==> src/rtl/demux_1to4_buffered_pkg.sv <==
// Shared constants and the select decoder for the buffered 1-to-4 demultiplexer.
package demux_1to4_buffered_pkg;

   localparam int NUM_CH = 4;
   localparam int SEL_W  = 2;

   localparam logic [SEL_W-1:0] CH0 = 2'd0;
   localparam logic [SEL_W-1:0] CH1 = 2'd1;
   localparam logic [SEL_W-1:0] CH2 = 2'd2;
   localparam logic [SEL_W-1:0] CH3 = 2'd3;

   function automatic logic [NUM_CH-1:0] sel_onehot(input logic [SEL_W-1:0] sel);
      logic [NUM_CH-1:0] oh;
      oh = '0;
      case (sel)
         CH0:     oh = 4'b0001;
         CH1:     oh = 4'b0010;
         CH2:     oh = 4'b0100;
         CH3:     oh = 4'b1000;
         default: oh = '0;
      endcase
      return oh;
   endfunction

endpackage

==> src/rtl/demux_slot.sv <==
// One-entry holding register with full flag; load wins over drain so a word can
// be replaced in the same cycle it is consumed. Latency 1 cycle, no internal stall.
module demux_slot #(
   parameter int N = 4
) (
   input  logic         clk,
   input  logic         reset,
   input  logic         load,
   input  logic         drain,
   input  logic [N-1:0] d,
   output logic         full,
   output logic [N-1:0] q
);

   logic         full_q;
   logic         full_d;
   logic [N-1:0] data_q;
   logic [N-1:0] data_d;

   always_comb begin
      full_d = full_q;
      data_d = data_q;
      if (load) begin
         full_d = 1'b1;
         data_d = d;
      end else if (drain) begin
         // Word stays in data_q after drain; consumers ignore it once full drops.
         full_d = 1'b0;
      end
   end

   always_ff @(posedge clk) begin
      if (reset) begin
         full_q <= 1'b0;
         data_q <= '0;
      end else begin
         full_q <= full_d;
         data_q <= data_d;
      end
   end

   assign full = full_q;
   assign q    = data_q;

endmodule

==> src/rtl/demux_1to4_buffered.sv <==
// Registered 1-to-4 demux: steers in_data to channel in_sel, one-cycle latency.
// Backpressure: in_ready drops only when the selected channel is full and not draining.
module demux_1to4_buffered
   import demux_1to4_buffered_pkg::*;
#(
   parameter int N    = 4,
   parameter int CNTW = 8
) (
   input  logic                clk,
   input  logic                reset,
   input  logic                in_valid,
   output logic                in_ready,
   input  logic [N-1:0]        in_data,
   input  logic [SEL_W-1:0]    in_sel,
   output logic [NUM_CH-1:0]   out_valid,
   input  logic [NUM_CH-1:0]   out_ready,
   output logic [NUM_CH*N-1:0] out_data,
   output logic [CNTW-1:0]     accept_count
);

   logic [NUM_CH-1:0] full_w;
   logic [NUM_CH-1:0] drain_w;
   logic [NUM_CH-1:0] load_w;
   logic              accept_w;

   logic [CNTW-1:0]   accept_count_q;
   logic [CNTW-1:0]   accept_count_d;

   assign in_ready = !full_w[in_sel] || out_ready[in_sel];
   assign accept_w = in_valid && in_ready;
   assign load_w   = accept_w ? sel_onehot(in_sel) : '0;
   assign drain_w  = full_w & out_ready;

   genvar k;
   generate
      for (k = 0; k < NUM_CH; k++) begin : g_slot
         demux_slot #(
            .N (N)
         ) u_slot (
            .clk   (clk),
            .reset (reset),
            .load  (load_w[k]),
            .drain (drain_w[k]),
            .d     (in_data),
            .full  (full_w[k]),
            .q     (out_data[k*N +: N])
         );
      end
   endgenerate

   always_comb begin
      accept_count_d = accept_count_q;
      if (accept_w) begin
         accept_count_d = accept_count_q + {{(CNTW-1){1'b0}}, 1'b1};
      end
   end

   always_ff @(posedge clk) begin
      if (reset) begin
         accept_count_q <= '0;
      end else begin
         accept_count_q <= accept_count_d;
      end
   end

   assign out_valid    = full_w;
   assign accept_count = accept_count_q;

endmodule

==> config.mk <==
export PLATFORM = sky130hd
export DESIGN_NAME = demux_1to4_buffered
export DESIGN_NICKNAME = d
export VERILOG_FILES = /design/src/rtl/demux_1to4_buffered_pkg.sv /design/src/rtl/demux_slot.sv /design/src/rtl/demux_1to4_buffered.sv
export SDC_FILE = /design/constraint.sdc
export NUM_CORES = 1
export LEC_CHECK = 0
export ABC_AREA = 1
export CAP_MARGIN = 20
export CORE_AREA = 2 2 63 65
export CTS_CLUSTER_DIAMETER = 50
export DETAILED_ROUTE_END_ITERATION = 12
export DIE_AREA = 0 0 65 67
export PLACE_DENSITY = 0.71
export SETUP_SLACK_MARGIN = 0.3
export SYNTH_ARGS = -nofsm -noshare
export SYNTH_HDL_FRONTEND = slang
export SYNTH_SLANG_ARGS = --single-unit
==> constraint.sdc <==
create_clock -name clk -period 1.2 [get_ports clk]
set_input_delay 0.24 -clock clk [delete_from_list [all_inputs] [get_ports clk]]
set_output_delay 0.24 -clock clk [all_outputs]
set_load 0.02 [all_outputs]
==> impl_metrics.py, run 1 <==
metrics = {
    "outcome": {
        "status": "finished, violations left",
        "violations": "setup timing",
    },
    "critical_path": {
        "slowest_delay_ns": 0.33,
        "crit_chain": "nand2_1, nand2_1, nand2_1, nand2_2, nand2_4, buf_6",
        "endpoint_kind": "output port",
        "reg2reg_setup_slack_ns": -0.07,
        "r2r_cells": 10,
        "cp.arrival_ns": 1.07,
        "crit_end": "in_ready",
        "r2r_end": "g_slot[2].u_slot.q[1]",
        "cp_top_family": "simple AND/OR/NAND/NOR gates",
        "cp-start-kind": "flop",
        "critical_path_required_ns": 0.96,
        "cpMostUsedCell": "nand2_1",
        "timing.rr.start": "g_slot[2].u_slot.full",
        "worstSetupPathType": "flop to output port",
        "cp-startpoint": "g_slot[2].u_slot.full",
        "slowest_stage": "dfxtp_2",
        "worstPathMaxFanout": 3,
        "crit_buf_inv": 1,
        "cp.depth": 6,
    },
    "logic_synthesis": {
        "synth_xor_area_share_pct": 1.75,
        "postSynthAreaPerCell_um2": 6.48,
        "yosysWarningCount": 0,
        "ys_seq_area_share_pct": 37.3,
        "synth-compound-area-share_pct": 4.66,
        "synthSimpleGateAreaFrac_pct": 38.0,
        "synth_cell_type_count": 23,
        "synth_nets": 246,
        "ys_ff_latch": 28,
        "synth_largest_area_cell": "dfxtp_1",
        "synth.mux.area_fraction_pct": 0,
        "synth-adder-area-share_pct": 0.832,
        "synthesis.area_mm2": 0.00150,
        "synth_top_family_by_area": "simple AND/OR/NAND/NOR gates",
        "synth_top_area_share_pct": 37.3,
        "syn_inst": 232,
        "synth.top_cells.by_area": "dfxtp_1 37%, nand2_1 16%, inv_1 11%, nand4_1 6.7%, nor2_1 6.0%",
    },
    "final_layout": {
        "utilization_pct": 66.8,
        "layout-drive-gt1-share_pct": 40.0,
        "diodes": 0,
        "instances_no_fill": 343,
        "final_area_mm2": 0.00241,
        "finalNetCount": 311,
        "area_growth_pct": 60.1,
    },
    "timing": {
        "skew_ns": 0.00265,
        "timing.fmax_mhz": 762,
        "setup_slack_ns": -0.112,
        "fin_crit_ns": 1.31,
        "worst_pin_slew_ns": 0.303,
        "finalHoldViolCount": 0,
        "slew_viol_final": 0,
        "maxSlewHeadroom_pct": 79.7,
        "rsz0062_at_grt": "yes",
        "setup_tns_ns": -0.694,
        "period_share_pct": 109,
        "setup_viol": 18,
        "worst_hold_slack_ns": 0.368,
    },
    "placed_design": {
        "io_buffers": 41,
        "placed_area_mm2": 0.00209,
        "place_inst": 330,
        "dp_hpwl_mm": 2.51,
        "gp_congestion": 0.801,
    },
    "routing": {
        "drc": 0,
        "drt-pass1-iter-count": 5,
        "vias_per_cell": 4.73,
        "drtAntennaViolNets": 0,
        "drt-total-wl_mm": 4.13,
        "drtIter0Drc": 165,
        "wl_per_cell_um": 12.0,
        "vias": 1621,
    },
    "clocking": {
        "cts_buffers": 3,
        "clkLatencyLatePin_ns": 0.27,
        "cts_tree": "done",
        "clockBufferDepth": 2,
        "cts.sinks": 28,
        "h-tree-depth": 1,
        "cts-root-buf": "clkbuf_8",
        "clkTransAtPathRegs_ns": 0.09,
    },
    "min_path": {
        "hp-start": "out_ready[0]",
        "hp-class": "primary input to flop",
    },
    "power": {
        "irDropWorstVdd_mv": 0.602,
        "power_density_mw_per_mm2": 847,
        "p_leak_uw": 0.00117,
    },
    "floorplanning": {
        "core_mm2": 0.00361,
        "start_util_pct": 41.7,
        "dieWidth_um": 65,
        "num_rows": 22,
        "die_area_mm2": 0.00436,
        "ios": 42,
        "die_y_um": 67,
    },
    "flow_run": {
        "cap_viol_max_count": 0,
    },
    "global_routing": {
        "grt_pass1_vias": 1332,
        "grt_overflow_total": 0,
        "grt_start_max_net_pins": 28,
        "grt_usage_pct": 17.0,
        "grt_pass1_wl_mm": 5.77,
        "antenna_found_initial": 0,
    },
}
==> cells by family (layout without fill, tap and decap cells) <==
logic type,count (synthesis),after routing
AND/OR/NAND/NOR,125,125
flip-flops,28,28
buffers and inverters,61,124
AO/OA/AOI/OAI,14,14
XOR/XNOR,3,3
adder cells (fa/ha/maj),1,1
==> worst min-delay path, cell delays in order <==
cell and delay, ns:
dlygate4sd2_1 0.22, inv_1 0.04, nand2_1 0.05, a21oi_1 0.05
==> final cells by class <==
cell class | count | area (µm²)
Fill cell | 295 | 1200
Multi-Input combinational cell | 143 | 785
Inverter | 49 | 184
Clock buffer | 3 | 41.3
Tap cell | 48 | 60.1
Sequential cell | 28 | 601
Timing Repair Buffer | 72 | 738
==> cell usage in the layout, fill, tap and decap left out, types with 6 or more instances in the layout <==
cell type / count
nand2_1: 62
clkdlybuf4s50_1: 6
buf_4: 22
inv_1: 45
nand4_1: 16
nor2_1: 23
dfxtp_2: 26
nand3_1: 8
buf_6: 34
a21oi_1: 6
==> synthesized netlist by cell type <==
cell / instances
nand3b_1: 1
buf_4: 5
buf_1: 2
nand3_1: 11
nor2_4: 1
nor2_2: 1
nand3_2: 4
clkinv_1: 1
nor2_1: 24
inv_1: 45
clkbuf_1: 3
ha_1: 1
nand2_1: 65
buf_6: 2
dfxtp_1: 28
xnor2_1: 2
nand2_4: 1
inv_2: 3
xor2_1: 1
nand4_1: 16
nand2_2: 1
a21oi_1: 10
o21ai_0: 4
==> metrics by stage <==
| stage | total power (µW) | setup slack, ns |
|---|---|---|
| after CTS | 2020 | -0.0979 |
| final | 2040 | -0.112 |
| after detailed placement | 1460 | -0.870 |
| after global placement | 1460 | -0.849 |
| after floorplan | 1270 | -0.0220 |
| after global routing | 2160 | -0.163 |
==> timing repair <==
item / in CTS / in global routing
hold buffers: 0 / 0
resized for setup: 231 / 12
pin swaps: 5 / 6
gates cloned: 0 / 2
setup endpoints to repair: 57 / 57
setup buffers: 1 / 7
==> power by group <==
group	switching [µW]	total, µW	internal (µW)
logic	275	525	250
clock network	275	500	225
registers	36.2	1010	978
==> layer usage <==
layer | wire (µm) | track usage (%) | share of wire [%]
met5 | 0 | 0 | 0
met4 | 37 | 5.85 | 0.90
met3 | 229 | 2.87 | 5.5
met2 | 2120 | 29.3 | 51
met1 | 1740 | 21.5 | 42
==> state kept, by name, indices dropped and copies added, names as in the netlist <==
name and count:
g_slot.u_slot.q 16, accept_count 8, g_slot.u_slot.full 4
==> worst min-delay path by stage <==
stage	endpoint	slack [ns]	cells after the start
after detailed placement	accept_count[1]	0.50	2
after floorplan	g_slot[0].u_slot.full	0.40	3
after global routing	g_slot[0].u_slot.full	0.39	4
final	g_slot[0].u_slot.full	0.37	4
after global placement	accept_count[1]	0.49	2
after CTS	g_slot[3].u_slot.full	0.37	4
No activity file was read; power rests on OpenSTA's default activity.
==> inputs of run 2 (changes only) <==
--- a/config.mk
+++ b/config.mk
@@ -11,6 +11,7 @@
 export CTS_CLUSTER_DIAMETER = 50
 export DETAILED_ROUTE_END_ITERATION = 12
 export DIE_AREA = 0 0 65 67
+export HOLD_SLACK_MARGIN = 0.1
 export PLACE_DENSITY = 0.71
 export SETUP_SLACK_MARGIN = 0.3
 export SYNTH_ARGS = -nofsm -noshare
==> results of run 2 <==
No change in the layout: final DEF, timing and power equal those of run 1.
